### src/rtl/or8way_bist.sv
// Built-in self-test engine for the Or8Way reduction chip: sweeps all 256 input
// vectors, compares the sampled result with the OR reference and reports errors.
module or8way_bist #(
  parameter int unsigned SETTLE_CYCLES = 1
) (
  input  logic       clk,
  input  logic       reset,
  input  logic       start,
  output logic [7:0] dut_in,
  input  logic       dut_out,
  output logic       busy,
  output logic       done,
  output logic       pass,
  output logic [8:0] err_count,
  output logic [7:0] first_fail_vec,
  output logic       first_fail_valid,
  output logic [2:0] dbg_state
);

  typedef enum logic [2:0] {
    ST_IDLE  = 3'd0,
    ST_DRIVE = 3'd1,
    ST_WAIT  = 3'd2,
    ST_CHECK = 3'd3,
    ST_DONE  = 3'd4
  } state_t;

  // WAIT counts down from SETTLE_CYCLES-1 and exits on zero, giving exactly
  // SETTLE_CYCLES cycles in WAIT.
  localparam bit         HAS_WAIT  = (SETTLE_CYCLES != 0);
  localparam logic [3:0] WAIT_LOAD = 4'((SETTLE_CYCLES > 0) ? (SETTLE_CYCLES - 1) : 0);

  state_t     state_q, state_d;
  logic [7:0] vec_q, vec_d;
  logic [3:0] wait_q, wait_d;
  logic [8:0] err_q, err_d;
  logic [7:0] ffv_q, ffv_d;
  logic       ffval_q, ffval_d;

  always_ff @(posedge clk) begin
    if (reset) begin
      state_q <= ST_IDLE;
      vec_q   <= 8'd0;
      wait_q  <= 4'd0;
      err_q   <= 9'd0;
      ffv_q   <= 8'd0;
      ffval_q <= 1'b0;
    end else begin
      state_q <= state_d;
      vec_q   <= vec_d;
      wait_q  <= wait_d;
      err_q   <= err_d;
      ffv_q   <= ffv_d;
      ffval_q <= ffval_d;
    end
  end

  always_comb begin
    state_d = state_q;
    vec_d   = vec_q;
    wait_d  = wait_q;
    err_d   = err_q;
    ffv_d   = ffv_q;
    ffval_d = ffval_q;
    case (state_q)
      ST_IDLE, ST_DONE: begin
        if (start) begin
          state_d = ST_DRIVE;
          vec_d   = 8'd0;
          err_d   = 9'd0;
          ffv_d   = 8'd0;
          ffval_d = 1'b0;
        end
      end
      ST_DRIVE: begin
        if (HAS_WAIT) begin
          state_d = ST_WAIT;
          wait_d  = WAIT_LOAD;
        end else begin
          state_d = ST_CHECK;
        end
      end
      ST_WAIT: begin
        if (wait_q == 4'd0) state_d = ST_CHECK;
        else                wait_d  = wait_q - 4'd1;
      end
      ST_CHECK: begin
        // dut_out is only looked at here, so an undriven DUT cannot leak X elsewhere.
        if (dut_out != (|vec_q)) begin
          err_d = err_q + 9'd1;
          if (!ffval_q) begin
            ffv_d   = vec_q;
            ffval_d = 1'b1;
          end
        end
        if (vec_q == 8'hFF) begin
          state_d = ST_DONE;
        end else begin
          vec_d   = vec_q + 8'd1;
          state_d = ST_DRIVE;
        end
      end
      default: state_d = ST_IDLE;
    endcase
  end

  assign busy             = (state_q == ST_DRIVE) || (state_q == ST_WAIT) || (state_q == ST_CHECK);
  assign done             = (state_q == ST_DONE);
  assign pass             = done && (err_q == 9'd0);
  assign dut_in           = busy ? vec_q : 8'd0;
  assign err_count        = err_q;
  assign first_fail_vec   = ffv_q;
  assign first_fail_valid = ffval_q;
  assign dbg_state        = state_q;

endmodule

### config.mk
export PLATFORM = sky130hd
export DESIGN_NAME = or8way_bist
export DESIGN_NICKNAME = d
export VERILOG_FILES = /design/src/rtl/or8way_bist.sv
export SDC_FILE = /design/constraint.sdc
export NUM_CORES = 1
export LEC_CHECK = 0
export ABC_CLOCK_PERIOD_IN_PS = 4490
export CORE_MARGIN = 1
export CORE_UTILIZATION = 50
export CTS_CLUSTER_DIAMETER = 40
export DETAILED_ROUTE_END_ITERATION = 12
export PLACE_DENSITY_LB_ADDON = 0.2
export REMOVE_ABC_BUFFERS = 1
export SLEW_MARGIN = 20
export SYNTH_ARGS = -nofsm -noshare
export SYNTH_HDL_FRONTEND = slang
export SYNTH_SLANG_ARGS = --single-unit
### constraint.sdc
create_clock -name clk -period 4.49 [get_ports clk]
set_input_delay 0.898 -clock clk [delete_from_list [all_inputs] [get_ports clk]]
set_output_delay 0.898 -clock clk [all_outputs]
set_load 0.005 [all_outputs]
Word level (Yosys, flattened, before mapping). Cells that the tools add are included.

Add/subtract/negate cells: 3. Equal/unequal tests: 12. Multiplexer cells: 19. Reductions and logical operators: 15.

Operators with widths (number): 8-bit 2-to-1 mux (5); 8-bit case mux with 2 select lines (2); 9-bit 2-to-1 mux (2); 9-bit case mux with 2 select lines (1); 2-bit inequality test (second input constant) (6); 3-bit case mux with 4 select lines (1); 9-bit by 1-bit adder with 9-bit output (second input constant) (1); 9-bit zero test (1); 3-bit 2-to-1 mux (3); 8-bit by 1-bit adder with 8-bit output (second input constant) (1); 8-bit == test (second input constant) (1); 4-bit case mux with 2 select lines (1); 8-bit OR reduction (1); 3-bit by 2-bit == test with 1-bit output (second input constant) (2); 3-bit AND reduction (2); 4-bit zero test (1); 4-bit 2-to-1 mux (1); 2-bit AND reduction (2); 4-bit AND reduction (1); 2-bit nonzero test (2); 4-bit by 1-bit subtractor with 4-bit output (second input constant) (1); 3-bit by 1-bit == test with 1-bit output (second input constant) (1); 3-bit == test (second input constant) (1); 3-bit zero test (1); other kinds (6) (8).

Flip-flop bits (word level): 33. Bits of input ports: 4. Output and inout bits: 32. Logic and storage cells: 55.

Logic depth before layout (Yosys ltp). Gate-level depths: netlist (run 1).

Depth after elaboration: 4. Gate-level depth with buffers: 7. Depth with buffers taken out: 6.

Worst setup path after synthesis (run 1). No wires, ideal clock.

Path type: input port to flip-flop. Start point: input dut_out. End point: register err_q[2], in the netlist err_count[2]. Setup time: 93 ps. Arrival time: 1974 ps. Required time: 4397 ps. Setup slack: 2423 ps. Cell stages on the path: 4. Cells stage by stage: buf_1 a2111oi_2 nor2_2 o311ai_2.

Longest elaborated chain between the ends: 3.

Ends and longest elaborated chain: from (decl) (RTL line 10) `input logic dut_out,`; 1-bit inequality test (RTL line 89) `if (dut_out != (|vec_q)) begin`; 2-bit inequality test (no line); 3-bit AND reduction (no line); to (signal assigned) (RTL line 52) `err_q <= err_d;`; to (decl) (RTL line 36) `logic [8:0] err_q, err_d;`.

Every way passes these cells. A chain may end at the register's enable or synchronous reset.

Final worst setup path (run 1).
Start point: register state_q[0], in the netlist dbg_state[0]. End point: output dut_in[4].

Longest elaborated chain between the ends: 4. Elaborated cells on any way between the ends: 6.

Ends and longest elaborated chain: from (decl) (RTL line 33) `state_t state_q, state_d;`; from (signal assigned) (RTL line 49) `state_q <= state_d;`; 3-bit by 1-bit == test with 1-bit output or 3-bit by 2-bit == test with 1-bit output (tied branches) (RTL line 107) `assign busy = (state_q == ST_DRIVE) || (state_q == ST_WAIT) || (state_q == ST_CHECK);`; 1-bit logical OR (RTL line 107); 1-bit logical OR (*) (RTL line 107); 8-bit 2-to-1 mux (*) (RTL line 110) `assign dut_in = busy ? vec_q : 8'd0;`; to (decl) (RTL line 9) `output logic [7:0] dut_in,`.

Mark *: on every way between the ends. The rest lies on a longest branch, timed or not.

==> flow_summary.json, run 1 <==
{
  "status": "completed",
  "cp_num_buf_inv": 1,
  "post_cts.repair.setup_buffers": 0,
  "final-hold-violation-count": 0,
  "ys_warn_count": 0,
  "postSynthAreaPerCell_um2": 8.46,
  "p_per_area_mw_per_mm2": 322,
  "fin_crit_sh": 0.640,
  "antenna_found_initial": 0,
  "ff_latch_area_um2": 661,
  "synth.distinct_cells": 53,
  "holdBufCountCts": 0,
  "routabilityCongestion": 0.860,
  "synth_edf_count": 0,
  "irDropWorstVdd_mv": 0.197,
  "crit_path_max_incr_delay_ns": 0.52,
  "period_minus_slack_ns": 2.87,
  "p_leak_nw": 0.747,
  "crit_required_ns": 3.59,
  "clk_pin_slew_ns": 0.06,
  "numCtsBuffers": 5,
  "routedWlPerCell_um": 14.8,
  "cp-end-kind": "primary output",
  "fp-row-count": 22,
  "syn2layout_area_growth_pct": 22.1,
  "drv_cap": 0,
  "grt_pass1_vias": 1608,
  "yosysTopAreaCellShare": 0.344,
  "crit_slowest_cell": "dfxtp_1",
  "grtUsageTotal": 0.239,
  "postPlaceCellArea_mm2": 0.00227,
  "relSlewSlack": 0.531,
  "synth.yosys.seq_area_share": 0.344,
  "clockBufferDepth": 2,
  "worst-setup-path-type": "reg -> out",
  "tightestPinTransition_ns": 0.703,
  "cts_root_buf": "clkbuf_8",
  "rsz0062_at_grt": "false",
  "synth-seq-cells": 33,
  "worstHoldStart": "wait_q[2]",
  "synth_largest_area_cell": "dfxtp_1",
  "synthTopCellsByCount": "dfxtp_1 (33), a21oi_1 (18), inv_1 (13), nand2_1 (13), nor2_1 (13)",
  "clk_latency_ns": 0.29,
  "synthArstFlopShare": 0,
  "antenna_left": 0,
  "vias": 1806,
  "setup_viol": 0,
  "die_h_um": 64.0,
  "multi_input_area_mm2": 0.00114,
  "dieArea_mm2": 0.00409,
  "drt_first_pass_iters": 4,
  "ctsHtreeMaxLevel": 2,
  "antenna_cells": 0,
  "fillCellCount": 330,
  "grt_pass1_wl_um": 7600,
  "hpwl_um": 3190,
  "cts_resized": 0,
  "dp_slack_ns": 1.75,
  "synth.area.top_cells": "dfxtp_1 (34%), a21oi_1 (4.7%), ha_1 (3.9%)",
  "drive_gt1_frac": 0.0667,
  "initial_core_util": 0.525,
  "cts_tree": "done",
  "fin_ws_ns": 1.62,
  "start_kind": "flop",
  "r2r_start": "vec_q[0]",
  "synth.most_common_cell": "dfxtp_1",
  "worstPathArrival_ns": 1.97,
  "io_pins": 36,
  "drtIter0Drc": 134,
  "cp_max_fo": 11,
  "port_buffers": 35,
  "finalMaxSlewViolations": 0,
  "core_mm2": 0.00366,
  "routed_via_density": 5.96,
  "fin_skew_ns": 0.00744,
  "gr-total-overflow": 0,
  "grt_start_max_net_pins": 18,
  "path_delay_family": "simple AND/OR/NAND/NOR gates",
  "die_w_um": 64.0,
  "fin_nets": 266,
  "fmax_ghz": 0.348,
  "syn_area_mm2": 0.00192,
  "min_path_type": "reg -> reg",
  "cp_cell_sequence": "nor2_1 > nor2_1 > and2_1 > clkdlybuf4s50_1",
  "drc": 0,
  "cp_common_cell": "nor2_1",
  "crit_path_start": "dbg_state[0]",
  "clock_sinks": 33,
  "fin_util": 0.640,
  "synth_cells": 227,
  "wl_um": 4500,
  "final_design_area_no_fill_mm2": 0.00234,
  "setup_tns_ns": 0,
  "synthFlopType": "dfxtp_1"
}
[tightest hold or removal path: stages (launching register included)]
cell     delay, ns
dfxtp_1       0.33
nand2_1       0.06
mux2i_1       0.05
[logic make-up (layout without fill, tap and decap cells)]
kind of cell    Yosys count  count (layout)  share of synthesized area
fa+ha+maj                 6               6                     0.0391
compound gates           70              70                      0.253
xor+xnor                  4               4                     0.0182
flops                    33              33                      0.344
mux                       2               2                     0.0104
buf+inv                  27              55                     0.0606
simple gates             85              85                      0.274
[per-layer routing]
| layer | vias up | wire, um | part of all wire | track usage |
|---|---|---|---|---|
| li1 | 913 | - | - | - |
| met1 | 848 | 2210 | 0.49 | 0.317 |
| met2 | 37 | 2040 | 0.45 | 0.368 |
| met3 | 8 | 186 | 0.041 | 0.0607 |
| met4 | 0 | 62 | 0.014 | 0.0938 |
| met5 | - | 0 | 0 | 0 |
[layout make-up]
class	instances	area share
multi-input cells	167	0.488
flip-flops and latches	33	0.282
repair buffers	36	0.153
clock buffers	5	0.0293
well taps	48	0.0256
inverters	13	0.0208
clock inverters	1	0.00213
[final timing paths]
check,to,slack [ns],cells after the start
min reg2reg,wait_q[2],0.48,2
max,dut_in[4],1.62,4
min,wait_q[2],0.48,2
max reg2reg,first_fail_vec[5],2.38,6
[sequential cells by signal (all words and copies together) (netlist names)]
name              count
err_count             9
first_fail_vec        8
vec_q                 8
wait_q                4
dbg_state             3
first_fail_valid      1
[layout by cell type, fill, tap and decap left out, drive strengths merged, types with 2 or more instances in the layout]
cell type and count:
o311ai 9, o21ai 11, nand3 5, nor4 4, nand2 13, o211ai 9
nor3b 4, a21oi 18, nor2b 2, nor2 14, or4 4, ha 6
nor3 9, xnor2 4, mux2i 2, dfxtp 33, and2 8, o22ai 3
a31oi 3, a21boi 2, or3 4, nand2b 4, o221ai 3, clkdlybuf4s50 35
clkbuf 5, nand4 4, a2111oi 2, a211o 2, and3 2, o31ai 3
inv 13, nor4b 2
[per-stage QoR]
stage | hold slack, ns | power [mW] | std cells
finish | 0.483 | 0.755 | 303
global route | 0.520 | 0.799 | 303
CTS | 0.487 | 0.761 | 303
detailed placement | 0.478 | 0.557 | 297
global placement | 0.471 | 0.555 | 297
floorplan | 0.447 | 0.479 | 213
[power by group]
group | leakage, nW | internal (mW) | switching, mW | total (mW)
Combinational | 0.440 | 0.0896 | 0.118 | 0.207
Clock | 0.0399 | 0.102 | 0.102 | 0.204
Sequential | 0.266 | 0.314 | 0.0300 | 0.344
No activity file was read; power rests on OpenSTA's default activity.
==> run 2: changes to the inputs <==
--- a/config.mk
+++ b/config.mk
@@ -5,9 +5,9 @@
 export SDC_FILE = /design/constraint.sdc
 export NUM_CORES = 1
 export LEC_CHECK = 0
-export ABC_CLOCK_PERIOD_IN_PS = 4490
+export ABC_CLOCK_PERIOD_IN_PS = 2600
 export CORE_MARGIN = 1
-export CORE_UTILIZATION = 50
+export CORE_UTILIZATION = 47
 export CTS_CLUSTER_DIAMETER = 40
 export DETAILED_ROUTE_END_ITERATION = 12
 export PLACE_DENSITY_LB_ADDON = 0.2
==> constraint.sdc (replaced) <==
create_clock -name clk -period 2.6 [get_ports clk]
set_input_delay 0.52 -clock clk [delete_from_list [all_inputs] [get_ports clk]]
set_output_delay 0.52 -clock clk [all_outputs]
set_load 0.005 [all_outputs]
==> flow_summary.json, run 2 (synthesized netlist as in run 1, its figures left out) <==
{
  "hold_depth": 2,
  "die_h_um": 65.9,
  "worst-setup-path-type": "reg -> out",
  "routedWlPerCell_um": 15.4,
  "clk_pin_slew_ns": 0.07,
  "grt_util_met2": 0.375,
  "drc": 0,
  "period_minus_slack_ns": 2.40,
  "grt_pass1_vias": 1696,
  "reg2reg_to": "first_fail_vec[4]",
  "status": "completed",
  "drt_first_pass_iters": 5,
  "p_per_area_mw_per_mm2": 585,
  "gr-usage-met3": 0.0500,
  "syn2layout_area_growth_pct": 24.2,
  "worst-r2r-cell-count": 6,
  "clockBufferDepth": 2,
  "clock_sinks": 33,
  "relSlewSlack": 0.593,
  "fp-row-count": 22,
  "cp_cell_sequence": "nor2_2 > and2_1 > and3_1 > clkdlybuf4s50_1",
  "ff_latch_area_um2": 661,
  "busiest_layer": "met2",
  "r2r_slack_ns": 0.55,
  "hpwl_um": 3300,
  "cp-end-kind": "primary output",
  "finalMaxSlewViolations": 0,
  "routed_via_density": 6.08,
  "fin_skew_ns": 0.00520,
  "routabilityCongestion": 0.839,
  "min_path_type": "reg -> reg",
  "cp_num_buf_inv": 1,
  "port_buffers": 35,
  "fin_util": 0.628,
  "grt_start_max_net_pins": 18,
  "antenna_found_initial": 0,
  "antenna_cells": 0,
  "fmax_ghz": 0.416,
  "clk_latency_ns": 0.29,
  "fin_crit_sh": 0.924,
  "start_kind": "flop",
  "wl_um": 4730,
  "setup_viol": 0,
  "io_pins": 36,
  "cts_root_buf": "clkbuf_8",
  "power_frac_seq": 0.428,
  "post-place-cells": 298,
  "crit_required_ns": 2.08,
  "crit_slowest_cell": "clkdlybuf4s50_1",
  "initial_core_util": 0.506,
  "path_delay_family": "simple AND/OR/NAND/NOR gates",
  "grtUsageMet1": 0.314,
  "gr-total-overflow": 0,
  "p_sw_frac": 0.326,
  "p_leak_nw": 0.767,
  "irDropWorstVdd_mv": 0.406,
  "drive_gt1_frac": 0.0853,
  "dieArea_mm2": 0.00435,
  "cts_tree": "done",
  "hold_slack_ns": 0.479,
  "die_w_um": 65.9,
  "drtIter0Drc": 160,
  "fin_nets": 267,
  "core_mm2": 0.00380,
  "final_common_cell": "clkdlybuf4s50_1",
  "ctsHtreeMaxLevel": 2,
  "multi_input_area_mm2": 0.00115,
  "whs_endpoint": "wait_q[2]",
  "finalNonFillerCells": 306,
  "setup_tns_ns": 0,
  "clock_power_share": 0.309,
  "p_comb_frac": 0.264,
  "drv_cap": 0,
  "switchingPower_uw": 455,
  "final-hold-violation-count": 0,
  "worstHoldStart": "wait_q[2]",
  "crit_path_max_incr_delay_ns": 0.51,
  "numCtsBuffers": 5,
  "post_cts.repair.setup_buffers": 0,
  "rsz0062_at_grt": "false",
  "largest_reg_flops": 9,
  "r2r_start": "vec_q[0]",
  "vias": 1862,
  "fillCellCount": 336,
  "tightestPinTransition_ns": 0.611,
  "final_cell_mix": "clkdlybuf4s50_1 (35), dfxtp_1 (33), a21oi_1 (18)",
  "p_int_uw": 940,
  "grt_pass1_wl_um": 7870,
  "cp_max_fo": 11,
  "worstPathArrival_ns": 1.88,
  "antenna_left": 0,
  "grtUsageTotal": 0.236
}
run 2: repair_timing:
| item | CTS | global route |
|---|---|---|
| hold buffers | 0 | 0 |
| setup endpoints to repair | 0 | 6 |
| resized for setup | 0 | 2 |
run 2: worst max-delay path by stage:
stage | startpoint | to | cells past startpoint
4_1_cts | dbg_state[0] | dut_in[6] | 4
2_1_floorplan | vec_q[0] | err_count[2] | 6
3_3_place_gp | dbg_state[0] | dut_in[6] | 4
6_report | dbg_state[0] | pass | 4
3_5_place_dp | dbg_state[0] | dut_in[6] | 4
5_1_grt | dbg_state[2] | pass | 3
run 2: through the flow:
| step | power (mW) | setup slack (ns) | instance area [um2] |
|---|---|---|---|
| global route | 1.47 | 0.0751 | 2380 |
| finish | 1.39 | 0.197 | 2380 |
| detailed placement | 0.964 | 0.380 | 2280 |
| floorplan | 0.828 | 0.765 | 1850 |
| global placement | 0.959 | 0.400 | 2280 |
| CTS | 1.39 | 0.0605 | 2380 |
run 2: power by group through the flow:
stage	Clock [mW]	Combinational, mW	Sequential (mW)
2_1_floorplan	0	0.235	0.593
3_3_place_gp	0	0.353	0.606
6_report	0.431	0.368	0.596
5_1_grt	0.461	0.407	0.605
4_1_cts	0.437	0.362	0.594
3_5_place_dp	0	0.358	0.605
run 2: area by class of cell:
type,count,area share
Multi-Input combinational cell,167,0.482
Sequential cell,33,0.277
Timing Repair Buffer,37,0.153
Clock buffer,7,0.0404
Tap cell,48,0.0252
Inverter,13,0.0205
Clock inverter,1,0.00210
run 2: layer usage:
layer | up-vias | part of all wire
li1 | 921 | -
met1 | 885 | 0.49
met2 | 51 | 0.45
met3 | 5 | 0.046
met4 | 0 | 0.011
met5 | - | 0
run 2: worst reg2reg max path, stage by stage, from the launching register on:
cell and delay (ns):
dfxtp_1 0.36, inv_1 0.13, ha_1 0.18, or4b_4 0.50, nor3_2 0.41, o311ai_0 0.21, a21oi_1 0.19
==> run 3: changes to the inputs <==
--- a/config.mk
+++ b/config.mk
@@ -6,13 +6,14 @@
 export NUM_CORES = 1
 export LEC_CHECK = 0
 export ABC_CLOCK_PERIOD_IN_PS = 2600
+export CELL_PAD_IN_SITES_DETAIL_PLACEMENT = 2
+export CELL_PAD_IN_SITES_GLOBAL_PLACEMENT = 2
 export CORE_MARGIN = 1
-export CORE_UTILIZATION = 47
+export CORE_UTILIZATION = 28
 export CTS_CLUSTER_DIAMETER = 40
 export DETAILED_ROUTE_END_ITERATION = 12
-export PLACE_DENSITY_LB_ADDON = 0.2
+export PLACE_DENSITY = 0.79
 export REMOVE_ABC_BUFFERS = 1
-export SLEW_MARGIN = 20
 export SYNTH_ARGS = -nofsm -noshare
 export SYNTH_HDL_FRONTEND = slang
 export SYNTH_SLANG_ARGS = --single-unit
==> flow_summary.json, run 3 (synthesized netlist as in run 1, its figures left out) <==
{
  "die_w_um": 84.8,
  "hold_depth": 2,
  "irDropWorstVdd_mv": 0.284,
  "routabilityCongestion": 0.768,
  "p_per_area_mw_per_mm2": 590,
  "fp-row-count": 29,
  "io_pins": 36,
  "r2r_slack_ns": 0.47,
  "clock_sinks": 33,
  "fin_ws_ns": 0.141,
  "setup_tns_ns": 0,
  "period_minus_slack_ns": 2.46,
  "crit_slowest_cell": "clkdlybuf4s50_1",
  "crit_required_ns": 2.08,
  "routedWlPerCell_um": 18.7,
  "cp-end-kind": "primary output",
  "holdBufCountCts": 0,
  "clk_latency_ns": 0.29,
  "worstPathArrival_ns": 1.94,
  "dp_slack_ns": 0.273,
  "start_kind": "flop",
  "hold_slack_ns": 0.496,
  "hpwl_um": 4670,
  "ctsHtreeMaxLevel": 2,
  "ff_latch_area_um2": 661,
  "routed_via_density": 5.68,
  "cts_tree": "done",
  "numCtsBuffers": 5,
  "final_cell_mix": "clkdlybuf4s50_1 (35), dfxtp_1 (33), a21oi_1 (18)",
  "fin_crit_sh": 0.946,
  "fin_nets": 271,
  "drive_gt1_frac": 0.0992,
  "final_common_cell": "clkdlybuf4s50_1",
  "die_h_um": 84.8,
  "initial_core_util": 0.296,
  "path_depth": 4,
  "finalMaxSlewViolations": 0,
  "dieArea_mm2": 0.00719,
  "cp_cell_sequence": "nor2_2 > and2_1 > and3_1 > clkdlybuf4s50_1",
  "grt_pass1_vias": 2025,
  "fmax_ghz": 0.407,
  "relSlewSlack": 0.668,
  "multi_input_area_mm2": 0.00115,
  "largest_reg_flops": 9,
  "antenna_left": 0,
  "path_delay_family": "simple AND/OR/NAND/NOR gates",
  "final-hold-violation-count": 0,
  "drv_cap": 0,
  "gr-total-overflow": 0,
  "tightestPinTransition_ns": 0.496,
  "status": "finished, violations left",
  "worst-setup-path-type": "reg -> out",
  "cp_num_buf_inv": 1,
  "grt_start_max_net_pins": 19,
  "drc": 3,
  "clockBufferDepth": 2,
  "syn2layout_area_growth_pct": 27.6,
  "drt_first_pass_iters": 10,
  "fin_skew_ns": 0.00283,
  "crit_path_max_incr_delay_ns": 0.49,
  "rsz0062_at_grt": "false",
  "port_buffers": 35,
  "antenna_cells": 0,
  "setup_viol": 0,
  "cp_max_fo": 11,
  "wl_um": 6330,
  "cts_root_buf": "clkbuf_8",
  "p_leak_nw": 0.788,
  "violations": "design-rule violations",
  "vias": 1927,
  "worst-r2r-cell-count": 6,
  "grtUsageTotal": 0.187,
  "grt_pass1_wl_um": 10700,
  "drtIter0Drc": 88,
  "antenna_found_initial": 0,
  "min_path_type": "reg -> reg",
  "core_mm2": 0.00649,
  "clk_pin_slew_ns": 0.07,
  "fillCellCount": 748
}
run 3: area by class of cell:
cell class / instances / share of cell area
Clock inverter: 1 / 0.00204
Clock buffer: 7 / 0.0393
Inverter: 13 / 0.0199
Timing Repair Buffer: 41 / 0.161
Multi-Input combinational cell: 167 / 0.469
Tap cell: 77 / 0.0393
Sequential cell: 33 / 0.270
run 3: layer usage:
metal  up-vias  routed length (um)  track usage
met5         -                   0            0
met3         7                 157       0.0302
met1       964                2960        0.245
met2        36                3170        0.327
li1        920                   -            -
met4         0                  51       0.0370
run 3: repair_timing:
| item | in CTS | in global routing |
|---|---|---|
| endpoints found under the setup margin | 6 | 7 |
| gates resized for setup | 1 | 1 |
| buffers inserted | 0 | 0 |
run 3: worst reg2reg max path, stage by stage (launching register included):
cell      delay (ns)
dfxtp_1         0.39
inv_1           0.14
ha_1            0.18
or4b_4          0.50
nor3_2          0.44
o311ai_0        0.23
a21oi_1         0.19
run 3: stage by stage:
step	total power, mW	cells	util	instance area, um2
floorplan	0.828	213	-	1850
global placement	0.985	331	0.361	2340
detailed placement	1.01	331	0.361	2340
CTS	1.46	339	0.377	2450
global route	1.54	339	0.377	2450
finish	1.45	339	0.377	2450
run 3: final timing paths:
kind	to	start
max	pass	dbg_state[0]
min reg2reg	wait_q[1]	wait_q[1]
max reg2reg	first_fail_vec[5]	vec_q[1]
min	wait_q[1]	wait_q[1]
run 3: where the power goes:
group / total [mW] / switching, mW / internal [mW] / leakage (nW)
clock network: 0.443 / 0.204 / 0.240 / 0.0542
logic: 0.401 / 0.233 / 0.168 / 0.468
registers: 0.603 / 0.0609 / 0.542 / 0.266
